File: config.mk
export PLATFORM = sky130hd
export DESIGN_NAME = square_add_seq_flat
export DESIGN_NICKNAME = d
export VERILOG_FILES = /design/src/rtl/square_add_seq_if.sv /design/src/rtl/square_add_seq.sv /design/src/flat_wrapper.sv
export SDC_FILE = /design/constraint.sdc
export NUM_CORES = 1
export LEC_CHECK = 0
export CAP_MARGIN = 20
export CORE_MARGIN = 3
export CORE_UTILIZATION = 35
export CTS_CLUSTER_SIZE = 8
export DETAILED_ROUTE_END_ITERATION = 8
export SLEW_MARGIN = 20
export SYNTH_ARGS = -nofsm -noshare
export SYNTH_HDL_FRONTEND = slang
export SYNTH_SLANG_ARGS = --single-unit
File: constraint.sdc
create_clock -name CK_i -period 2.1 [get_ports CK_i]
set_input_delay 0.42 -clock CK_i [delete_from_list [all_inputs] [get_ports CK_i]]
set_output_delay 0.42 -clock CK_i [all_outputs]
set_load 0.01 [all_outputs]
File: src/rtl/square_add_seq_if.sv
// Request/result bundle for square_add_seq: operand, addend and start pulse toward the unit,
// result, done pulse and busy flag back from it.
// Ports: REQ_i start pulse, DATs_i operand x, ADDs_i addend r, QQs_o x*x+r, DONE_o result pulse, BUSY_o in progress.
interface square_add_seq_if #(
  parameter int C_W = 8
);
  logic             REQ_i;
  logic [C_W-1:0]   DATs_i;
  logic [C_W:0]     ADDs_i;
  logic [2*C_W-1:0] QQs_o;
  logic             DONE_o;
  logic             BUSY_o;

  // master: the requester; slave: the arithmetic unit
  modport master (
    output REQ_i, DATs_i, ADDs_i,
    input  QQs_o, DONE_o, BUSY_o
  );

  modport slave (
    input  REQ_i, DATs_i, ADDs_i,
    output QQs_o, DONE_o, BUSY_o
  );
endinterface

File: src/rtl/square_add_seq.sv
// Sequential square-and-add: QQs_o = DATs_i*DATs_i + ADDs_i, one shift-add step per clock.
// Latency C_W+1 cycles from REQ_i to DONE_o; throughput one result per C_W+2 cycles.
// No backpressure: REQ_i at any time aborts and restarts; QQs_o holds until the next DONE_o.
// Ports: CK_i clock, RST_i sync active-high reset, bus (slave modport) carries REQ/operands/result/DONE/BUSY.
module square_add_seq #(
  parameter int C_W = 8
) (
  input  logic             CK_i,
  input  logic             RST_i,
  square_add_seq_if.slave  bus
);

  localparam int CTR_W = $clog2(C_W + 1);

  typedef enum logic [1:0] {
    IDLE = 2'd0,
    RUN  = 2'd1,
    FIN  = 2'd2
  } state_t;

  state_t            state;
  state_t            state_nxt;
  logic [2*C_W-1:0]  mcand;
  logic [2*C_W-1:0]  acc;
  logic [2*C_W-1:0]  qq;
  logic [C_W-1:0]    mplier;
  logic [CTR_W-1:0]  ctr;
  logic              done;
  logic              busy;
  logic              done_nxt;
  logic              busy_nxt;
  logic              load;
  logic              step;
  logic              last_step;

  // ctr still holds the pre-increment count, so C_W-1 marks the C_W-th (final) RUN step
  assign last_step = (ctr == CTR_W'(C_W - 1));

  // Next-state logic: a request reloads from any state, including FIN
  always_comb begin
    state_nxt = state;
    if (bus.REQ_i) begin
      state_nxt = RUN;
    end else begin
      case (state)
        IDLE:    state_nxt = IDLE;
        RUN:     state_nxt = last_step ? FIN : RUN;
        FIN:     state_nxt = IDLE;
        default: state_nxt = IDLE;
      endcase
    end
  end

  // Output / datapath control; a reload in FIN suppresses the completion
  always_comb begin
    load     = bus.REQ_i;
    step     = (state == RUN) && !bus.REQ_i;
    done_nxt = (state == FIN) && !bus.REQ_i;
    busy_nxt = (state_nxt != IDLE);
  end

  // State, datapath and registered outputs
  always_ff @(posedge CK_i) begin
    if (RST_i) begin
      state  <= IDLE;
      ctr    <= '0;
      acc    <= '0;
      mcand  <= '0;
      mplier <= '0;
      qq     <= '0;
      done   <= 1'b0;
      busy   <= 1'b0;
    end else begin
      state <= state_nxt;
      done  <= done_nxt;
      busy  <= busy_nxt;
      if (load) begin
        mcand  <= {{C_W{1'b0}}, bus.DATs_i};
        mplier <= bus.DATs_i;
        acc    <= {{(C_W-1){1'b0}}, bus.ADDs_i};
        ctr    <= '0;
      end else if (step) begin
        // sum wraps modulo 2^(2*C_W) for out-of-range addends
        if (mplier[0]) begin
          acc <= acc + mcand;
        end
        mcand  <= mcand << 1;
        mplier <= mplier >> 1;
        ctr    <= ctr + CTR_W'(1);
      end
      if (done_nxt) begin
        qq <= acc;
      end
    end
  end

  assign bus.QQs_o  = qq;
  assign bus.DONE_o = done;
  assign bus.BUSY_o = busy;

endmodule

File: src/flat_wrapper.sv
// flat-port wrapper written by rule: the top's interface ports become plain ports
module square_add_seq_flat 
#(
  parameter int C_W = 8
)
  (CK_i, RST_i, bus_REQ_i, bus_DATs_i, bus_ADDs_i, bus_QQs_o, bus_DONE_o, bus_BUSY_o);
  square_add_seq_if #(.C_W(C_W)) bus_i ();
  input  logic CK_i;
  input  logic RST_i;
  input wire logic [$bits(bus_i.REQ_i)-1:0] bus_REQ_i;
  input wire logic [$bits(bus_i.DATs_i)-1:0] bus_DATs_i;
  input wire logic [$bits(bus_i.ADDs_i)-1:0] bus_ADDs_i;
  output wire logic [$bits(bus_i.QQs_o)-1:0] bus_QQs_o;
  output wire logic [$bits(bus_i.DONE_o)-1:0] bus_DONE_o;
  output wire logic [$bits(bus_i.BUSY_o)-1:0] bus_BUSY_o;
  assign bus_i.REQ_i = bus_REQ_i;
  assign bus_i.DATs_i = bus_DATs_i;
  assign bus_i.ADDs_i = bus_ADDs_i;
  assign bus_QQs_o = bus_i.QQs_o;
  assign bus_DONE_o = bus_i.DONE_o;
  assign bus_BUSY_o = bus_i.BUSY_o;
  square_add_seq #(.C_W(C_W)) u_core (.CK_i(CK_i), .RST_i(RST_i), .bus(bus_i));
endmodule
==> results of run 1 <==
## power breakdown
group | switching, uW | internal [uW]
clock network | 497 | 547
registers | 33.0 | 1250
logic | 154 | 126
total | 683 | 1930
## logic make-up (layout without fill, tap and decap cells)
logic type                 Yosys count  in the layout  share of synthesized area (%)
buffers and inverters               31             76                           4.20
DFF                                 64             64                           40.6
muxes                                3              3                          0.951
and+or+nand+nor                    160            160                           22.6
AOI/OAI and AO/OA                  113            113                           21.7
adders and majority gates           17             17                           6.98
xor gates and xnor gates            11             11                           3.05
## metal layers
layer / share of wire [%] / up-vias / global-route usage [%]
li1: - / 1467 / -
met1: 53 / 1263 / 21.3
met2: 42 / 49 / 23.5
met3: 3.7 / 10 / 2.91
met4: 1.7 / 0 / 6.44
met5: 0 / - / 0
## registers in the layout (all words and copies together) (netlist names)
signal and count:
u_core.acc 16, u_core.bus.QQs_o 16, u_core.mcand 16, u_core.mplier 8
u_core.ctr 4, u_core.state 2, u_core.bus.BUSY_o 1, u_core.bus.DONE_o 1
## Yosys cell counts (all sizes together), types with 4 or more instances
master,n,share of area (%)
dfxtp,64,41
nand3,11,1.7
a21o,7,1.7
nor3,6,0.95
ha,16,6.3
a211oi,6,1.4
a31oi,14,2.8
nand2,104,13
o21ai,17,2.7
clkbuf,16,1.9
and2,4,0.87
a21oi,51,8.3
inv,7,0.83
xnor2,6,1.7
nor2,17,2.0
xor2,5,1.4
buf,8,1.5
o21bai,6,1.4
## timing repair
action,4_1_cts,5_1_grt
buffers inserted,0,0
gates resized for setup,5,5
pin swaps,1,2
setup endpoints to repair,3,7
hold buffers,0,0
## worst paths after layout
path / to / cells after the start
min: u_core.bus.QQs_o[14] / 2
max: u_core.acc[12] / 9
min reg2reg: u_core.bus.QQs_o[14] / 2
max reg2reg: u_core.acc[12] / 9
## metrics by stage
| stage | power (uW) | std cells | hold slack, ns |
|---|---|---|---|
| after global routing | 2720 | 552 | 0.477 |
| after CTS | 2630 | 552 | 0.457 |
| after detailed placement | 1580 | 536 | 0.446 |
| after global placement | 1580 | 536 | 0.442 |
| final | 2610 | 552 | 0.454 |
| after floorplan | 1490 | 399 | 0.445 |
## cell type report
type | instances | area [um2] | share of cell area [%]
clock inverter | 7 | 72.6 | 1.85
inverter | 7 | 26.3 | 0.670
multi-input combinational | 304 | 1790 | 45.6
sequential | 64 | 1280 | 32.7
clock buffer | 9 | 124 | 3.16
tap | 108 | 135 | 3.45
timing repair buffer | 53 | 490 | 12.5
## worst reg2reg max path: cells and delay by family, from the launching register on
family	cells	cell delay, ns
multiplexers	1	0.15
flip-flops	1	0.34
adder cells (fa/ha/maj)	2	0.59
AO/OA/AOI/OAI	3	0.52
AND/OR/NAND/NOR	3	0.27
==> impl_metrics.json, run 1 <==
{
  "status": "finished, final reports clean",
  "endpoint_kind": "register",
  "die_area_mm2": 0.0102,
  "cts_sinks": 64,
  "ys_warn_count": 0,
  "nNetsFinal": 476,
  "hold_start": "u_core.bus.QQs_o[14]",
  "setup_tns_ns": 0,
  "core_mm2": 0.00872,
  "worst_pin_slew_ns": 0.627,
  "worst-setup-path-type": "reg -> reg",
  "synthCells": 399,
  "grt_usage_pct": 15.4,
  "n_antenna_cell": 0,
  "timing.rr.start": "u_core.acc[0]",
  "maxSlewHeadroom_pct": 58.2,
  "clk_pin_slew_ns": 0.08,
  "die_h_um": 101,
  "port_buffers": 37,
  "final_common_cell": "nand2_1",
  "power.leakage_uw": 0.00149,
  "grt_pass1_wl_um": 12500,
  "period_needed_ns": 1.99,
  "finalSetupViolCount": 0,
  "cp-startpoint": "u_core.acc[0]",
  "nFillCells": 893,
  "drc": 0,
  "antenna_found_initial": 0,
  "yosys.cell_types.count": 48,
  "worst-path-max-fanout": 4,
  "power_density_mw_per_mm2": 666,
  "cts_tree": "yes",
  "start_util_pct": 36.2,
  "dr.pass1.iters": 4,
  "rsz0062_at_grt": "yes",
  "cts_root_buffer": "clkbuf_8",
  "min_period_over_period_pct": 94.9,
  "num_vias": 2789,
  "vias_per_cell": 5.05,
  "critical-path-top-delay-family": "adder cells",
  "worstPathArrival_ns": 2.22,
  "grt_overflow": 0,
  "drive_above_1_share_pct": 11.7,
  "hold_class": "reg -> reg",
  "synth.avg_cell_area_um2": 7.91,
  "post-route-util_pct": 44.9,
  "synth_edf_count": 0,
  "wl_per_cell_um": 13.5,
  "ant_nets": 0,
  "grt_pass1_vias": 2620,
  "cp_slowest_cell": "fa_2",
  "dp_slack_ns": -0.0247,
  "synth-seq-cells": 64,
  "max-vdd-ir-drop_mv": 0.278,
  "areaGrowthSynthToFinish_pct": 24.1,
  "fmax_mhz": 502,
  "clock_path_buffers": 2,
  "finalWorstSetupSlack_ns": 0.107,
  "hold_viol_final": 0,
  "crit_path_cell_trace": "ha_1, fa_2, a21o_1, nand3_2, a31oi_4, a211oi_2, nor2_1, mux2i_1, nand3_1",
  "design_area_mm2": 0.00392,
  "io_pins": 38,
  "start_kind": "register",
  "maxCapViolations": 0,
  "wl_um": 7470,
  "clk-insertion-delay-late_ns": 0.35,
  "seq_area_frac_synth_pct": 40.6,
  "fp.dieW_um": 101,
  "finClkSkew_ns": 0.0120,
  "cp_num_buf_inv": 0,
  "numCtsBuffers": 9,
  "grt_max_degree": 37,
  "dpl.hpwl_um": 5460,
  "slowest_delay_ns": 0.36,
  "netlist_area_mm2": 0.00316,
  "mostFrequentLayoutCells": "nand2_1, dfxtp_1, a21oi_1",
  "async_flop_share_pct": 0,
  "drt_iter0_markers": 123,
  "place_congestion": 0.862,
  "htree_levels": 3,
  "crit_required_ns": 2.33,
  "synth_nets": 436,
  "rrSetupSlack_ns": 0.11,
  "ys.flop_type": "dfxtp_1",
  "num_rows": 34,
  "finalMaxSlewViolations": 0,
  "placed_area_mm2": 0.00368
}
Note: power is estimated with default switching activity, not from simulation.
==> run 2: changes to the inputs <==
- DONT_BUFFER_PORTS: default -> 1
==> run 2 against run 1 <==
Critical path depth is the same. Register-to-register slack is essentially flat. Die area is the same. Clock power grew 9.6%. Power grew 1.4%. Routed wire length shrank 0.72%. First-iteration DRC count shrank 1.6%. Utilization shrank 4.4 points. Critical path type unchanged.
==> impl_metrics.json, run 2 (synthesis results as in run 1) <==
{
  "status": "finished, final reports clean",
  "io_pins": 38,
  "rrSetupSlack_ns": 0.10,
  "fp.dieW_um": 101,
  "hold_viol_final": 0,
  "crit_path_cell_trace": "ha_1, fa_2, a21o_1, nand3_2, a31oi_4, a211oi_2, nor2_1, mux2i_1, nand3_1",
  "ff2ff_path_depth": 9,
  "nNetsFinal": 434,
  "power.leakage_uw": 0.00135,
  "cts_tree": "yes",
  "cp-startpoint": "u_core.acc[0]",
  "worst_pin_slew_ns": 0.543,
  "dpl.hpwl_um": 5230,
  "num_vias": 2704,
  "htree_levels": 3,
  "placed_area_mm2": 0.00326,
  "mostFrequentLayoutCells": "nand2_1, dfxtp_1, a21oi_1",
  "nFillCells": 879,
  "vias_per_cell": 5.30,
  "numCtsBuffers": 9,
  "drive_above_1_share_pct": 11.9,
  "p_clk_share_pct": 42.9,
  "cts.hold.buffers_added": 0,
  "cts_root_buffer": "clkbuf_8",
  "final-instance-count-excl-fill": 510,
  "antenna_found_initial": 0,
  "reg2reg_to": "u_core.acc[12]",
  "min_period_over_period_pct": 95.0,
  "core_mm2": 0.00872,
  "grt_usage_pct": 15.6,
  "wl_per_cell_um": 14.5,
  "die_area_mm2": 0.0102,
  "maxSlewHeadroom_pct": 63.8,
  "hold_path_depth": 1,
  "clk-insertion-delay-late_ns": 0.34,
  "hold_ws_ns": 0.137,
  "num_rows": 34,
  "cp_slowest_cell": "fa_2",
  "worst-setup-path-type": "reg -> reg",
  "final_common_cell": "nand2_1",
  "clock_path_buffers": 2,
  "ant_nets": 0,
  "wl_um": 7410,
  "grt_overflow": 0,
  "n_antenna_cell": 0,
  "power_frac_seq_pct": 48.6,
  "worst-path-max-fanout": 4,
  "finalMaxSlewViolations": 0,
  "drt_iter0_markers": 121,
  "power.switching_uw": 624,
  "power_density_mw_per_mm2": 748,
  "worstPathArrival_ns": 2.22,
  "place_congestion": 0.812,
  "hold_class": "in -> reg",
  "p_int_uw": 2020,
  "dr.pass1.iters": 4,
  "clk_pin_slew_ns": 0.07,
  "timing.rr.start": "u_core.acc[0]",
  "start_util_pct": 36.2,
  "maxCapViolations": 0,
  "setup_tns_ns": 0,
  "design_area_mm2": 0.00354,
  "endpoint_kind": "register",
  "grt_pass1_vias": 2631,
  "placed_cells": 493,
  "holdPathEnd": "u_core.acc[1]",
  "finClkSkew_ns": 0.00967,
  "finalSetupViolCount": 0,
  "slowest_delay_ns": 0.36,
  "cts_sinks": 64,
  "die_h_um": 101,
  "grt_max_degree": 39,
  "drc": 0,
  "grt_pass1_wl_um": 12500,
  "areaGrowthSynthToFinish_pct": 12.1,
  "fmax_mhz": 501,
  "hold_start": "RST_i",
  "crit_required_ns": 2.32,
  "port_buffers": 0,
  "swShare_pct": 23.6,
  "period_needed_ns": 2.00,
  "start_kind": "register",
  "max-vdd-ir-drop_mv": 0.311,
  "p_comb_share_pct": 8.4
}
==> run 2: changes by cell type in the layout (fill, tap and decap cells not counted), moves of 2 or more <==
cell / before / now
clkdlybuf4s50_1: 37 / 0
buf_4: 16 / 11
clkbuf_8: 9 / 13
clkinv_4: 2 / 0
clkinvlp_4: 2 / 0
==> run 2: power by group through the flow <==
stage / Sequential [uW] / Clock [uW] / Combinational, uW
2_1_floorplan: 1300 / 0 / 185
3_3_place_gp: 1310 / 0 / 203
3_5_place_dp: 1310 / 0 / 208
4_1_cts: 1290 / 1160 / 210
5_1_grt: 1290 / 1230 / 257
6_report: 1290 / 1140 / 223
==> run 2: area by class of cell <==
type	count	area, um2	share of cell area, %
inverters	7	26.3	0.743
repair buffers	11	82.6	2.33
flip-flops and latches	64	1280	36.3
clock buffers	14	183	5.16
clock inverters	2	35.0	0.990
multi-input cells	304	1790	50.7
well taps	108	135	3.82
==> run 2: worst max-delay path by stage <==
stage	cells past startpoint	slack, ns	to
detailed placement	9	-0.02	u_core.acc[14]
CTS	9	-0.01	u_core.acc[12]
finish	9	0.10	u_core.acc[12]
global route	9	-0.02	u_core.acc[6]
floorplan	9	0.17	u_core.acc[12]
global placement	9	0.04	u_core.acc[12]
==> run 2: through the flow <==
stage	power, uW	util (%)	worst slack, ns
final	2650	40.6	0.104
after floorplan	1490	-	0.171
after global placement	1510	37.4	0.0389
after CTS	2660	40.0	-0.0121
after detailed placement	1520	37.4	-0.0210
after global routing	2780	40.6	-0.0155
==> run 2: worst max-delay path: cells and delay by family (launching register included) <==
| kind | cells | cell delay, ns |
|---|---|---|
| adders and majority gates | 2 | 0.60 |
| and+or+nand+nor | 3 | 0.27 |
| muxes | 1 | 0.14 |
| AOI/OAI and AO/OA | 3 | 0.54 |
| DFF | 1 | 0.33 |
==> run 2: timing repair <==
item | in CTS | in global routing
pin swaps | 0 | 2
setup endpoints to repair | 2 | 7
endpoints found under the hold margin | 0 | 0
gates resized for setup | 1 | 11
buffers inserted | 0 | 1
==> run 2: metal layers <==
metal | global-route usage [%] | share of wire [%] | up-vias
met5 | 0 | 0 | -
met3 | 5.67 | 7.0 | 13
met2 | 22.9 | 43 | 70
met1 | 20.4 | 48 | 1241
li1 | - | - | 1380
met4 | 6.85 | 1.9 | 0
